## src/rtl/door_ctrl_pkg.sv

```systemverilog
// Shared types and constants for the multi-sensor automatic door controller.
// Used by door_sensor_filter and multi_sensor_door_ctrl.
package door_ctrl_pkg;

    localparam int SYNC_STAGES = 2;

    typedef enum logic [1:0] {
        CLOSED    = 2'd0,
        OPENING   = 2'd1,
        OPEN_HOLD = 2'd2,
        CLOSING   = 2'd3
    } door_state_t;

    function automatic logic is_moving(input door_state_t s);
        return (s == OPENING) || (s == CLOSING);
    endfunction

endpackage

```

## src/rtl/door_sensor_filter.sv

```systemverilog
// One presence channel: SYNC_STAGES-flop synchroniser followed by a debounce filter
// that flips only after DEBOUNCE consecutive synced samples disagree with it.
module door_sensor_filter
    import door_ctrl_pkg::*;
#(
    parameter int DEBOUNCE = 2
) (
    input  logic i_clk,
    input  logic i_rst,
    input  logic i_raw,
    output logic o_filt
);

    localparam int CW = (DEBOUNCE > 1) ? $clog2(DEBOUNCE) : 1;

    logic [SYNC_STAGES-1:0] r_sync;
    logic [CW-1:0]          r_cnt;
    logic                   r_filt;
    logic                   w_synced;

    assign w_synced = r_sync[SYNC_STAGES-1];
    assign o_filt   = r_filt;

    always_ff @(posedge i_clk or posedge i_rst) begin
        if (i_rst) begin
            r_sync <= '0;
            r_cnt  <= '0;
            r_filt <= 1'b0;
        end else begin
            r_sync <= {r_sync[SYNC_STAGES-2:0], i_raw};
            // Any agreeing sample restarts the count, so only an unbroken run flips the output.
            if (w_synced == r_filt) begin
                r_cnt <= '0;
            end else if (r_cnt == CW'(DEBOUNCE - 1)) begin
                r_filt <= w_synced;
                r_cnt  <= '0;
            end else begin
                r_cnt <= r_cnt + CW'(1);
            end
        end
    end

endmodule

```

## src/rtl/multi_sensor_door_ctrl.sv

```systemverilog
// Automatic door controller: N debounced presence sensors, travel-position counter,
// retriggerable hold-open timer and reversal on presence. Optional lock: DOOR_LOCK_EN.
module multi_sensor_door_ctrl
    import door_ctrl_pkg::*;
#(
    parameter int NUM_SENSORS = 2,
    parameter int TRAVEL      = 8,
    parameter int HOLD_TIME   = 16,
    parameter int DEBOUNCE    = 2
) (
    input  logic                   i_clk,
    input  logic                   i_rst,
    input  logic [NUM_SENSORS-1:0] i_sensor,
`ifdef DOOR_LOCK_EN
    input  logic                   i_lock,
`endif
    output logic                   o_motor_open,
    output logic                   o_motor_close,
    output logic                   o_door_output_state,
    output logic                   o_door_full_open
);

    localparam int PW = $clog2(TRAVEL + 1);
    localparam int HW = $clog2(HOLD_TIME + 1);
    localparam logic [PW-1:0] POS_FULL = PW'(TRAVEL);
    localparam logic [PW-1:0] POS_LAST = PW'(TRAVEL - 1);
    localparam logic [HW-1:0] HOLD_MAX = HW'(HOLD_TIME);

    logic [NUM_SENSORS-1:0] w_filt;
    logic                   w_presence;
    logic                   w_lock;

    door_state_t   r_state, w_state_nx;
    logic [PW-1:0] r_pos, w_pos_nx;
    logic [HW-1:0] r_hold, w_hold_nx;

    for (genvar g = 0; g < NUM_SENSORS; g++) begin : g_sensor
        door_sensor_filter #(
            .DEBOUNCE(DEBOUNCE)
        ) u_filter (
            .i_clk (i_clk),
            .i_rst (i_rst),
            .i_raw (i_sensor[g]),
            .o_filt(w_filt[g])
        );
    end

    assign w_presence = |w_filt;

`ifdef DOOR_LOCK_EN
    logic [SYNC_STAGES-1:0] r_lock_sync;

    always_ff @(posedge i_clk or posedge i_rst) begin
        if (i_rst) begin
            r_lock_sync <= '0;
        end else begin
            r_lock_sync <= {r_lock_sync[SYNC_STAGES-2:0], i_lock};
        end
    end

    assign w_lock = r_lock_sync[SYNC_STAGES-1];
`else
    assign w_lock = 1'b0;
`endif

    always_comb begin
        w_state_nx = r_state;
        w_pos_nx   = r_pos;
        w_hold_nx  = r_hold;
        case (r_state)
            CLOSED: begin
                w_pos_nx = '0;
                if (w_presence && !w_lock) begin
                    w_state_nx = OPENING;
                end
            end
            OPENING: begin
                // A reversal at full travel lands here with pos already at TRAVEL; clamp it.
                if (r_pos >= POS_LAST) begin
                    w_pos_nx   = POS_FULL;
                    w_hold_nx  = HOLD_MAX;
                    w_state_nx = OPEN_HOLD;
                end else begin
                    w_pos_nx = r_pos + PW'(1);
                end
            end
            OPEN_HOLD: begin
                if (w_presence) begin
                    w_hold_nx = HOLD_MAX;
                end else if (r_hold == '0) begin
                    w_state_nx = CLOSING;
                end else begin
                    w_hold_nx = r_hold - HW'(1);
                end
            end
            CLOSING: begin
                // Presence outranks reaching the closed end; pos is kept so reopening resumes here.
                if (w_presence) begin
                    w_state_nx = OPENING;
                end else if (r_pos <= PW'(1)) begin
                    w_pos_nx   = '0;
                    w_state_nx = CLOSED;
                end else begin
                    w_pos_nx = r_pos - PW'(1);
                end
            end
            default: begin
                w_state_nx = CLOSED;
                w_pos_nx   = '0;
                w_hold_nx  = '0;
            end
        endcase
    end

    always_ff @(posedge i_clk or posedge i_rst) begin
        if (i_rst) begin
            r_state <= CLOSED;
            r_pos   <= '0;
            r_hold  <= '0;
        end else begin
            r_state <= w_state_nx;
            r_pos   <= w_pos_nx;
            r_hold  <= w_hold_nx;
        end
    end

    always_ff @(posedge i_clk or posedge i_rst) begin
        if (i_rst) begin
            o_motor_open        <= 1'b0;
            o_motor_close       <= 1'b0;
            o_door_output_state <= 1'b0;
            o_door_full_open    <= 1'b0;
        end else begin
            o_motor_open        <= is_moving(r_state) && (r_state == OPENING);
            o_motor_close       <= is_moving(r_state) && (r_state == CLOSING);
            o_door_output_state <= (r_state != CLOSED);
            o_door_full_open    <= (r_state == OPEN_HOLD);
        end
    end

endmodule

```

## config.mk

```make
export PLATFORM = sky130hd
export DESIGN_NAME = multi_sensor_door_ctrl
export DESIGN_NICKNAME = d
export VERILOG_FILES = /design/src/rtl/door_ctrl_pkg.sv /design/src/rtl/door_sensor_filter.sv /design/src/rtl/multi_sensor_door_ctrl.sv
export SDC_FILE = /design/constraint.sdc
export NUM_CORES = 1
export LEC_CHECK = 0
export CORE_ASPECT_RATIO = 0.75
export CORE_MARGIN = 2
export CORE_UTILIZATION = 30
export CTS_BUF_LIST = sky130_fd_sc_hd__clkbuf_16
export DETAILED_ROUTE_END_ITERATION = 8
export GPL_TIMING_DRIVEN = 1
export PLACE_DENSITY_LB_ADDON = 0.15
export SYNTH_ARGS = -nofsm -noshare
export SYNTH_HDL_FRONTEND = slang
export SYNTH_SLANG_ARGS = --single-unit
```

## constraint.sdc

```tcl
create_clock -name i_clk -period 5.4 [get_ports i_clk]
set_input_delay 0.54 -clock i_clk [delete_from_list [all_inputs] [get_ports i_clk]]
set_output_delay 0.54 -clock i_clk [all_outputs]
set_load 0.005 [all_outputs]
```

## Yosys cells after proc, flatten, opt, wreduce, memory -nomap -nowiden

Cells that the tools add are included.

- Order comparisons: 2
- Reduce and logical (&&, ||, !) cells: 14
- $mul: 0
- Equal/unequal tests: 12
- Mux-type cells: 19
- Divide/modulo/power cells: 0
- Shift-type cells: 0
- Bitwise gates (word level): 2
- Add/subtract/negate cells: 5

Operators with widths:

| cell | count |
|---|---|
| $mux W5 | 3 |
| $mux W2 | 6 |
| $mux W4 | 3 |
| $pmux W4 S3 | 1 |
| $ne A2 B2 Y1 const B | 5 |
| $pmux W5 S2 | 1 |
| $pmux W2 S4 | 1 |
| $ne A3 B3 Y1 const B | 2 |
| $reduce_and A2 Y1 | 3 |
| $logic_not A5 Y1 | 1 |
| $reduce_and A5 Y1 | 1 |
| $sub A5 B1 Y5 const B | 1 |
| $add A4 B1 Y4 const B | 1 |
| $eq A2 B2 Y1 const B | 2 |
| $ge A4 B3 Y1 const B | 1 |
| $le A4 B1 Y1 const B | 1 |
| $mux W1 | 4 |
| $reduce_bool A2 Y1 | 2 |
| $sub A4 B1 Y4 const B | 1 |
| $reduce_and A3 Y1 | 1 |
| $reduce_bool A3 Y1 | 1 |
| $add A1 B1 Y1 const B | 2 |
| $eq A1 B1 Y1 | 2 |
| $eq A2 B1 Y1 const B | 1 |
| 5 further kinds | 7 |

- Latch bits: 0
- Register bits after elaboration: 23
- Bits of input ports: 4
- RAM bits: 0
- Memories kept: 0
- ROM bits: 0

## Longest topological paths before layout

- Depth in word-level cells: 4
- Depth in mapped cells: 6
- Depth with buffers taken out: 6

## Cells and area by module

A second synthesis with hierarchy kept.

- Cells, all modules: 107
- Area total of the unflattened synthesis: 1148.6 um2

Modules (own cells, without submodules):

| module | cells each | area an instance (um2) | instances | seq. area each (um2) |
|---|---|---|---|---|
| multi_sensor_door_ctrl | 91 | 885.8 | 1 | 375.4 |
| door_sensor_filter | 8 | 131.4 | 2 | 100.1 |

## Worst setup path before layout

Ideal clock, no wire load.

- Path kind: register -> register
- From: register r_pos[0]
- To: register r_state[1]
- Stages on the path, launching flop included: 7
- Arrival time: 1.676 ns
- Setup slack: 3.599 ns
- Cell sequence: dfrtp_1 > inv_1 > ha_1 > or2_2 > a311oi_1 > or3_4 > mux2_4

- Word-level cells in the longest chain between the ends: 3

Ends and longest elaborated chain:

| item | RTL line | RTL |
|---|---|---|
| from (decl) | multi_sensor_door_ctrl.sv:34 | `logic [PW-1:0] r_pos, w_pos_nx;` |
| from (signal assigned) | multi_sensor_door_ctrl.sv:122 | `r_pos <= w_pos_nx;` |
| $le A4 B1 Y1 / $ge A4 B3 Y1 (equally long branches) | multi_sensor_door_ctrl.sv:100, multi_sensor_door_ctrl.sv:79 |  |
| $ne A3 B3 Y1 (no line) / $ne A2 B2 Y1 (equally long branches) | - |  |
| $reduce_and A5 Y1 (no line) * | - |  |
| to (signal assigned) | multi_sensor_door_ctrl.sv:121 | `r_state <= w_state_nx;` |
| to (decl) | multi_sensor_door_ctrl.sv:33 | `door_state_t r_state, w_state_nx;` |

Mark *: on every way between the ends. The rest lies on a longest branch, timed or not.
A chain may end at the register's enable or synchronous reset.

## Worst setup path in the final report

Ends and elaborated chain as after synthesis.

==> impl_metrics.ini <==
[drt]
num_vias = 799
routed_wl_um = 2050
drcViolationCount = 0
drt-wirelength-per-cell_um = 12.2
drt_iter0_drc = 29
drt_first_pass_iters = 4
via_per_inst = 4.76
drtAntennaViolNets = 0

[synth]
synth.avg_cell_area_um2 = 11.0
netlist_top_cells_area = dfrtp_1 50%, ha_1 9.7%, o21ai_0 4.7%
synth-compound-area-share = 0.159
syn_area_um2 = 1160
synth_top_cell_area_share = 0.495
ys_types = 36
synthAdderAreaFrac = 0.0969
synthCells = 106
synth_seq_cells = 23
yosys.area.top_type = dfrtp_1
yosysSeqAreaShare = 0.495
syn_nets = 119
synthMuxAreaShare = 0.0506
ys_warn_count = 0
synthXorXnorAreaFrac = 0.0226
synth_simple_gate_area_frac = 0.136
synth_top_family_by_area = compound AO/OA/AOI/OAI gates

[flow_run]
drv_cap = 0

[die]
initial_core_util = 0.315
die_w_um = 75.9
core-area_um2 = 3680
io_pins = 8
die_h_um = 57.9
die_area_um2 = 4390
rows = 19

[placement]
dp_hpwl_um = 1540
post-place-ws_ns = 3.44
port_buffers = 7
dp_cells = 164
globalplace.congestion = 0.804

[status]
outcome = finished, final reports clean

[timing]
setup_violations = 0
setup_slack_ns = 3.41
final-max-slew-violation-count = 0
slew_headroom = 0.415
worst_pin_slew_ns = 0.877
hold_slack_ns = 0.349
fmax_ghz = 0.502
grt_setup_unrepaired = no
fin_skew_ns = 0.00291
finalCriticalPeriod_ns = 1.99
period_share = 0.369
setup_tns_ns = 0
hold_viol = 0

[clocking]
cts_resized = 0
clk_pin_slew_ns = 0.06
insertion_delay_ns = 0.25
cts_tree = built
cts_max_path_buffers = 2
cts_num_sinks = 23
cts_setup_buffers = 0
holdBufCountCts = 0
htree_levels = 1
clock_tree.root_cell = clkbuf_16
cts_buffers = 3

[worst_setup_path]
worst_r2r_path_depth = 6
start_kind = register
required_ns = 5.54
worstPathArrival_ns = 2.13
path_max_fanout = 6
crit_path_end_kind = register
crit_type = register to register

[pwr]
p_sw_frac = 0.380
total_power_mw = 0.859
pwr-share-comb = 0.452
p_leak_nw = 0.599
intPower_mw = 0.533
power_frac_seq = 0.366
switchingPower_mw = 0.326
ir_drop_mv = 0.206
power_density_nw_per_um2 = 626
p_clk_frac = 0.182

[layout]
nets = 130
layout_common_cells = 23 x dfrtp_1, 11 x inv_1, 11 x o21ai_0
stdcell_count = 168
area_delta_synth_final_pct = 18.1
layout-drive-gt1-share = 0.121
n_antenna_cell = 0
final_common_cell = dfrtp_1

[min_path]
min_path_cells = 0
min_path_type = register to register

[grt]
grt_start_max_net_pins = 24
grt_use_met3 = 0.0365
grt_pass1_wl_um = 3590
use_met2 = 0.151
grt_pass1_vias = 756
grt_antenna_before_repair = 0
grt_usage = 0.109
overflow = 0
grt-busiest-layer = met1
grt_util_met1 = 0.165
registers in the layout, summed over array words and instances (netlist names):
register and count:
r_hold 5, o_motor_open 1, r_state 2, g_sensor.u_filter.r_sync 4, g_sensor.u_filter.r_cnt 2, o_door_output_state 1, o_motor_close 1, r_pos 4
o_door_full_open 1, g_sensor.u_filter.o_filt 2
power by group through the flow:
stage               registers [mW]  clock network, mW  logic (mW)
floorplan                    0.298                  0       0.295
global placement             0.315                  0       0.382
detailed placement           0.316                  0       0.388
CTS                          0.314              0.162       0.392
global route                 0.326              0.171       0.437
finish                       0.315              0.156       0.388
stage by stage:
stage | cell area, um2 | util
after floorplan | 1160 | -
after global placement | 1290 | 0.351
after detailed placement | 1290 | 0.351
after CTS | 1370 | 0.372
after global routing | 1370 | 0.372
final | 1370 | 0.372
worst paths after layout:
| check | startpoint | slack, ns | endpoint |
|---|---|---|---|
| hold / removal | g_sensor[1].u_filter.r_sync[0] | 0.35 | g_sensor[1].u_filter.r_sync[1] |
| min in group asynchronous | i_rst | 0.77 | g_sensor[1].u_filter.r_cnt |
| max in group asynchronous | i_rst | 4.09 | r_pos[0] |
| setup reg to reg | r_pos[0] | 3.41 | r_state[1] |
| hold reg to reg | g_sensor[1].u_filter.r_sync[0] | 0.35 | g_sensor[1].u_filter.r_sync[1] |
| setup / recovery | r_pos[0] | 3.41 | r_state[1] |
critical path: stages (launching register included):
cell and delay (ns):
dfrtp_1 0.46, inv_1 0.10, ha_1 0.23, or2_2 0.33, a311oi_1 0.29, or3_4 0.18, mux2_4 0.29
synthesized netlist by cell type, drive strengths merged:
library cell / count
a21oi: 3
o311ai: 1
ha: 9
o22ai: 1
nor4b: 1
buf: 1
or3b: 1
nand3b: 1
a41oi: 1
a21boi: 2
nand2: 1
mux2i: 1
nand3: 2
a311oi: 1
nor2: 10
or3: 2
o21ai: 11
xnor2: 3
o2bb2ai: 1
nor3: 1
and2: 1
a2111oi: 1
dfrtp: 23
or2: 2
mux2: 4
nor4: 1
and3: 1
inv: 11
o31ai: 3
nand2b: 2
o21a: 1
o41ai: 1
o211ai: 1
cells by family (layout without fill, tap and decap cells):
| family | count (synthesis) | in the layout |
|---|---|---|
| adder cells (fa/ha/maj) | 9 | 9 |
| buffers and inverters | 12 | 22 |
| multiplexers | 5 | 5 |
| AO/OA/AOI/OAI | 28 | 28 |
| flip-flops | 23 | 23 |
| XOR/XNOR | 3 | 3 |
| AND/OR/NAND/NOR | 26 | 26 |
layout make-up:
class	instances	area, um2
clock inverters	1	5.00
inverters	11	41.3
well taps	52	65.1
multi-input cells	71	541
fillers	352	2310
flip-flops and latches	23	576
repair buffers	7	70.1
clock buffers	3	75.1
per-layer routing:
layer,up-vias,part of all wire
met4,0,0.0054
met3,2,0.046
met5,-,0
met2,17,0.41
met1,387,0.53
li1,393,-
(Power assumes the default switching activity.)
